`config.mk`:
```
export PLATFORM = sky130hd
export DESIGN_NAME = buton_debounce
export DESIGN_NICKNAME = d
export VERILOG_FILES = /design/src/rtl/buton_debounce.sv
export SDC_FILE = /design/constraint.sdc
export NUM_CORES = 1
export LEC_CHECK = 0
export ABC_AREA = 1
export BUFFER_PORTS_ARGS = -buffer_cell sky130_fd_sc_hd__clkbuf_2
export CAP_MARGIN = 20
export CORE_MARGIN = 4
export CORE_UTILIZATION = 42
export DETAILED_ROUTE_END_ITERATION = 10
export HOLD_SLACK_MARGIN = 0.1
export SYNTH_ARGS = -nofsm -noshare
export SYNTH_HDL_FRONTEND = slang
export SYNTH_SLANG_ARGS = --single-unit
```
`constraint.sdc`:
```
create_clock -name clk -period 2.5 [get_ports clk]
set_input_delay 0.75 -clock clk [delete_from_list [all_inputs] [get_ports clk]]
set_output_delay 0.75 -clock clk [all_outputs]
set_load 0.1 [all_outputs]
```
`src/rtl/buton_debounce.sv`:
```
// Pedestrian push-button conditioner: two-flop synchroniser, debounce FSM, single-cycle press pulse and cooldown.
// Optional `define BUTON_STATS_EN adds the saturating 8-bit pulse counter nr_apasari.
module buton_debounce #(
    parameter int WIDTH      = 6,
    parameter int DEB_CYCLES = 4,
    parameter int COOLDOWN   = 16
) (
    input  logic             clk,
    input  logic             rst,
    input  logic             buton_raw,
    output logic             buton,
    output logic             buton_stabil,
    output logic             blocat,
`ifdef BUTON_STATS_EN
    output logic [7:0]       nr_apasari,
`endif
    output logic [1:0]       state_dbg,
    output logic [WIDTH-1:0] cnt_dbg
);

    typedef enum logic [1:0] {
        IDLE   = 2'd0,
        CONF_1 = 2'd1,
        APASAT = 2'd2,
        CONF_0 = 2'd3
    } state_t;

    localparam logic [WIDTH-1:0] DEB_LAST = WIDTH'(DEB_CYCLES - 1);
    localparam logic [WIDTH-1:0] CD_LOAD  = WIDTH'(COOLDOWN);
    localparam logic [WIDTH-1:0] CNT_ONE  = WIDTH'(1);
    localparam logic [WIDTH-1:0] CNT_ZERO = '0;

    logic             s1, s2;
    state_t           state_q, state_d;
    logic [WIDTH-1:0] cnt_q, cnt_d;
    logic [WIDTH-1:0] cd_q, cd_d;
    logic             accept;
    logic             pulse_d;

    always_comb begin
        state_d = state_q;
        cnt_d   = cnt_q;
        accept  = 1'b0;
        case (state_q)
            IDLE: begin
                if (s2) begin
                    state_d = CONF_1;
                    cnt_d   = CNT_ONE;
                end
            end
            CONF_1: begin
                if (!s2) begin
                    state_d = IDLE;
                    cnt_d   = CNT_ZERO;
                end else if (cnt_q == DEB_LAST) begin
                    state_d = APASAT;
                    cnt_d   = CNT_ZERO;
                    accept  = 1'b1;
                end else begin
                    cnt_d = cnt_q + CNT_ONE;
                end
            end
            APASAT: begin
                if (!s2) begin
                    state_d = CONF_0;
                    cnt_d   = CNT_ONE;
                end
            end
            CONF_0: begin
                if (s2) begin
                    state_d = APASAT;
                    cnt_d   = CNT_ZERO;
                end else if (cnt_q == DEB_LAST) begin
                    state_d = IDLE;
                    cnt_d   = CNT_ZERO;
                end else begin
                    cnt_d = cnt_q + CNT_ONE;
                end
            end
            default: begin
                state_d = IDLE;
                cnt_d   = CNT_ZERO;
            end
        endcase
    end

    // A press accepted during cooldown is dropped here, never queued.
    always_comb begin
        pulse_d = accept && !blocat;
        cd_d    = cd_q;
        if (pulse_d) begin
            cd_d = CD_LOAD;
        end else if (cd_q != CNT_ZERO) begin
            cd_d = cd_q - CNT_ONE;
        end
    end

    always_ff @(posedge clk) begin
        if (rst) begin
            s1           <= 1'b0;
            s2           <= 1'b0;
            state_q      <= IDLE;
            cnt_q        <= CNT_ZERO;
            cd_q         <= CNT_ZERO;
            buton        <= 1'b0;
            buton_stabil <= 1'b0;
            blocat       <= 1'b0;
        end else begin
            s1           <= buton_raw;
            s2           <= s1;
            state_q      <= state_d;
            cnt_q        <= cnt_d;
            cd_q         <= cd_d;
            buton        <= pulse_d;
            buton_stabil <= (state_d == APASAT) || (state_d == CONF_0);
            blocat       <= (cd_d != CNT_ZERO);
        end
    end

`ifdef BUTON_STATS_EN
    always_ff @(posedge clk) begin
        if (rst) begin
            nr_apasari <= 8'd0;
        end else if (pulse_d && (nr_apasari != 8'd255)) begin
            nr_apasari <= nr_apasari + 8'd1;
        end
    end
`endif

    assign state_dbg = state_q;
    assign cnt_dbg   = cnt_q;

endmodule

```
; Word-level counts from Yosys, hierarchy flattened
; Cells that the tools add are included.
[word_totals]
reg_bits = 19
in_bits = 3
out_inout_bits = 11
wordCells = 43
[op_classes]
n_addsub = 2
eq_ne = 8
mux = 18
reduce_logical = 7
[op_table]
columns = op, count
row1 = two-way mux 6 bit, 7
row2 = one-hot mux 6 bit (4 select lines), 1
row3 = two-way mux 2 bit, 6
row4 = nonzero test 6 bit, 2
row5 = "== test 2 bit, second input constant", 4
row6 = one-hot mux 2 bit (4 select lines), 1
row7 = "adder 6 x 1 -> 6 bit, second input constant", 1
row8 = "== test 6 x 2 -> 1 bit, second input constant", 1
row9 = "subtractor 6 x 1 -> 6 bit, second input constant", 1
row10 = "!= test 2 bit, second input constant", 2
row11 = two-way mux 1 bit, 3
row12 = "== test 2 x 1 -> 1 bit, second input constant", 1
row13 = zero test 2 bit, 1
row14 = AND reduction 2 bit, 1
row15 = logical AND 1 bit, 1
row16 = zero test 1 bit, 1
row17 = logical OR 1 bit, 1

; Logic depth before layout (Yosys ltp)
[logic_depth]
depth_word = 7
depth_mapped = 10
depth_no_buf = 10

; Worst setup path after synthesis
; Ideal clock, no wire load.
[synth_timing]
path_type = register to register
from = reg cnt_q[1], in the netlist cnt_dbg[1]
to = reg blocat
setup_time_ns = 0.132
arrival_ns = 1.903
t_required_ns = 2.368
slack_ns = 0.465
path_stages_with_launch = 9
n_path_buf = 0
synth_period_minus_slack_ns = 2.035
path_cell_list = dfxtp_1 ha_1 nand2_1 nor2_4 nand3_2 nand2_1 nand2_1 nor2_1 a21oi_1
[synth_between]
elab_chain_len = 7
[synth_rtl]
columns = item, line
row1 = from (decl), 35  ; logic [WIDTH-1:0] cnt_q, cnt_d;
row2 = from (signal assigned), 112  ; cnt_q <= cnt_d;
row3 = == test 6 x 2 -> 1 bit, 55  ; end else if (cnt_q == DEB_LAST) begin
row4 = two-way mux 1 bit, 55
row5 = two-way mux 1 bit, 52  ; if (!s2) begin
row6 = two-way mux 1 bit, 44  ; case (state_q)
row7 = logical AND 1 bit, 89  ; pulse_d = accept && !blocat;
row8 = two-way mux 6 bit, 91  ; if (pulse_d) begin
row9 = nonzero test 6 bit, 116  ; blocat <= (cd_d != CNT_ZERO);
row10 = to (signal assigned), 116
row11 = to (decl), 13  ; output logic blocat,
; Every way passes these cells.
; A chain may end at the register's enable or synchronous reset.

; Worst setup path in the final report
[layout_timing]
from = reg cnt_q[4], in the netlist cnt_dbg[4]
to = out cnt_dbg[4]
[layout_rtl]
columns = item, line
row1 = to (decl), 18  ; output logic [WIDTH-1:0] cnt_dbg
; No word-level cell between the ends.

==> reports/qor.yml <==
clock_tree:
  cts_hold_buf: 0
  cts.repair.resized: 0
  clkLatencyLatePin_ns: 0.30
  cts.path.max_buffers: 2
  cts_inserted_buffers: 3
  clock-sinks: 19
  path_clk_slew_ns: 0.11
  postCtsSetupRepairBufs: 0
  root_buffer: "clkbuf_4"
  cts_tree: "built"
  htree_levels: 1
power:
  intPower_mw: 0.532
  p_sw_share_pct: 42.4
  pwr-share-clk_pct: 16.9
  leakagePower_nw: 0.482
  total_power_mw: 0.925
  combPwrFrac_pct: 42.3
  irDropWorstVdd_mv: 0.623
  powerDensity_mw_per_mm2: 903
  p_sw_mw: 0.393
  seqPwrFrac_pct: 40.8
logic_synthesis:
  yosysUniqueCellTypes: 20
  synth.area.top_cells: "dfxtp_1 (42%), nand2_1 (14%), nor2_1 (7.9%)"
  synthCells: 128
  synth_warnings: 0
  syn_area_um2: 906
  synth_seq_cells: 19
  synth.top_cell.area_share_pct: 42.0
  synth_nets: 134
  syn-mean-instance-area_um2: 7.08
  synth_seq_area_share_pct: 42.0
  yosys.area.top_type: "dfxtp_1"
drt:
  viasPerCell: 4.65
  routed_wl_um: 1700
  num_vias: 791
  wire_per_inst_um: 10.0
  drt_pre_antenna_iters: 4
  drc_errors: 0
  dr.first_iter.drc_count: 10
  ant_nets: 0
placed_design:
  post-place-ws_ns: 0.889
  placed_area_um2: 997
  place_inst: 166
  dp_hpwl_um: 1280
  place_congestion: 0.778
  io_buffers: 13
floorplanning:
  dieArea_mm2: 0.00296
  die_w_um: 54.4
  core_mm2: 0.00200
  ios: 14
  start_util_pct: 45.3
  rows: 16
  fp.dieH_um: 54.4
final_layout:
  num_antenna_cells: 0
  fin_nets: 150
  syn2layout_area_growth_pct: 13.1
  fin_cells: 170
  drive_gt1_share_pct: 14.7
  final_core_util_pct: 51.2
  final_area_mm2: 0.00102
timing:
  rsz0062_at_grt: "false"
  fin_skew_ns: 0.00389
  period_needed_ns: 1.95
  tns_ns: 0
  slew_viol_final: 0
  worst_slew_pin_slew_ns: 0.548
  slew_headroom_pct: 63.6
  setup_slack_ns: 0.552
  setup_viol: 0
  clock.fmax_mhz: 513
  fin_hold_ws_ns: 0.408
  hold_viol: 0
  period_share_pct: 77.9
critical_path:
  crit_arrival_ns: 1.20
  critPathTopFamily: "buffers and inverters"
  cp.required_ns: 1.75
  crit_chain: "clkbuf_2"
  crit_type: "reg2out"
  crit_path_end_kind: "primary output"
  slowest_stage: "clkbuf_2"
  slowest_delay_ns: 0.48
  crit_buf_inv: 1
  start_kind: "register"
  crit_fanout: 5
grt:
  grt-ovfl-total: 0
  grt_max_degree: 20
  grt_pass1_wl_um: 2990
  grt_pass1_vias: 722
  antenna_found_initial: 0
  grt_util_all_layers_pct: 14.4
status:
  status: "finished clean"
worst_hold_path:
  hold_class: "reg2reg"
flow_run:
  maxCapViolations: 0
[cells in the final DEF (no fill, tap or decap)]
cell | synthesis | final
dfxtp_1 | 19 | 19
o21ai_0 | 3 | 3
or2_1 | 1 | 1
nor3_2 | 1 | 1
nand2_1 | 34 | 34
a21oi_1 | 10 | 10
clkbuf_2 | 0 | 13
nor2_4 | 1 | 1
clkinv_2 | 0 | 1
nand3_2 | 1 | 1
nand4_1 | 3 | 3
ha_1 | 3 | 3
nand3b_1 | 1 | 1
xor2_1 | 3 | 3
nor3b_1 | 1 | 1
nor3_1 | 2 | 2
clkbuf_4 | 0 | 3
xnor2_1 | 1 | 1
inv_1 | 17 | 17
nand3_1 | 5 | 5
nor2_1 | 19 | 19
mux2_2 | 1 | 1
[cells in the mapped netlist]
master	instances
inv_1	17
clkbuf_1	2
xor2_1	3
xnor2_1	1
nand3_2	1
ha_1	3
nand4_1	3
nor3b_1	1
or2_1	1
nand3_1	5
nor2_1	19
o21ai_0	3
mux2_2	1
nor3_2	1
nor2_4	1
a21oi_1	10
dfxtp_1	19
nand3b_1	1
nor3_1	2
nand2_1	34
[layout make-up]
class	count	area, um2
clock inverters	1	5.00
multi-input cells	90	454
well taps	27	33.8
flip-flops and latches	19	380
clock buffers	3	22.5
fillers	198	977
repair buffers	13	65.1
inverters	17	63.8
[tightest hold or removal path, stage by stage (launching register included)]
cell and delay [ns]:
dfxtp_1 0.31, inv_1 0.04, nor2_1 0.03
[logic make-up (layout without fill, tap and decap cells)]
family          Yosys count  after routing  share of synthesized area, %
simple gates             69             69                          33.7
buf+inv                  19             34                          7.87
flops                    19             19                          42.0
compound gates           13             13                          7.18
fa+ha+maj                 3              3                          4.14
xor+xnor                  4              4                          3.87
mux                       1              1                          1.24
[sequential cells by signal, summed over array words and instances (netlist names)]
register	flops
cnt_dbg	6
s1	1
state_dbg	2
buton	1
buton_stabil	1
cd_q	6
s2	1
blocat	1
[per-layer routing]
layer / vias to the layer above / global-route usage, % / share of wire (%)
met5: - / 0 / 0
met4: 0 / 9.96 / 3.1
met3: 5 / 3.54 / 4.8
met2: 18 / 20.1 / 42
met1: 339 / 19.1 / 50
li1: 429 / - / -
[path summary, 6_finish.rpt]
kind | from | end | slack [ns] | cells after the start
worst min-delay path | s1 | s2 | 0.41 | 2
worst max-delay path | cnt_dbg[4] | cnt_dbg[4] | 0.55 | 1
worst max register to register | cd_q[0] | blocat | 0.97 | 9
worst min register to register | s1 | s2 | 0.41 | 2
[power groups by stage]
stage	Combinational, mW	Sequential, mW	Clock [mW]
after floorplan	0.286	0.422	0
after global placement	0.388	0.384	0
after detailed placement	0.392	0.384	0
after CTS	0.394	0.377	0.166
after global routing	0.453	0.383	0.174
final	0.391	0.378	0.156
(Power assumes the default switching activity.)
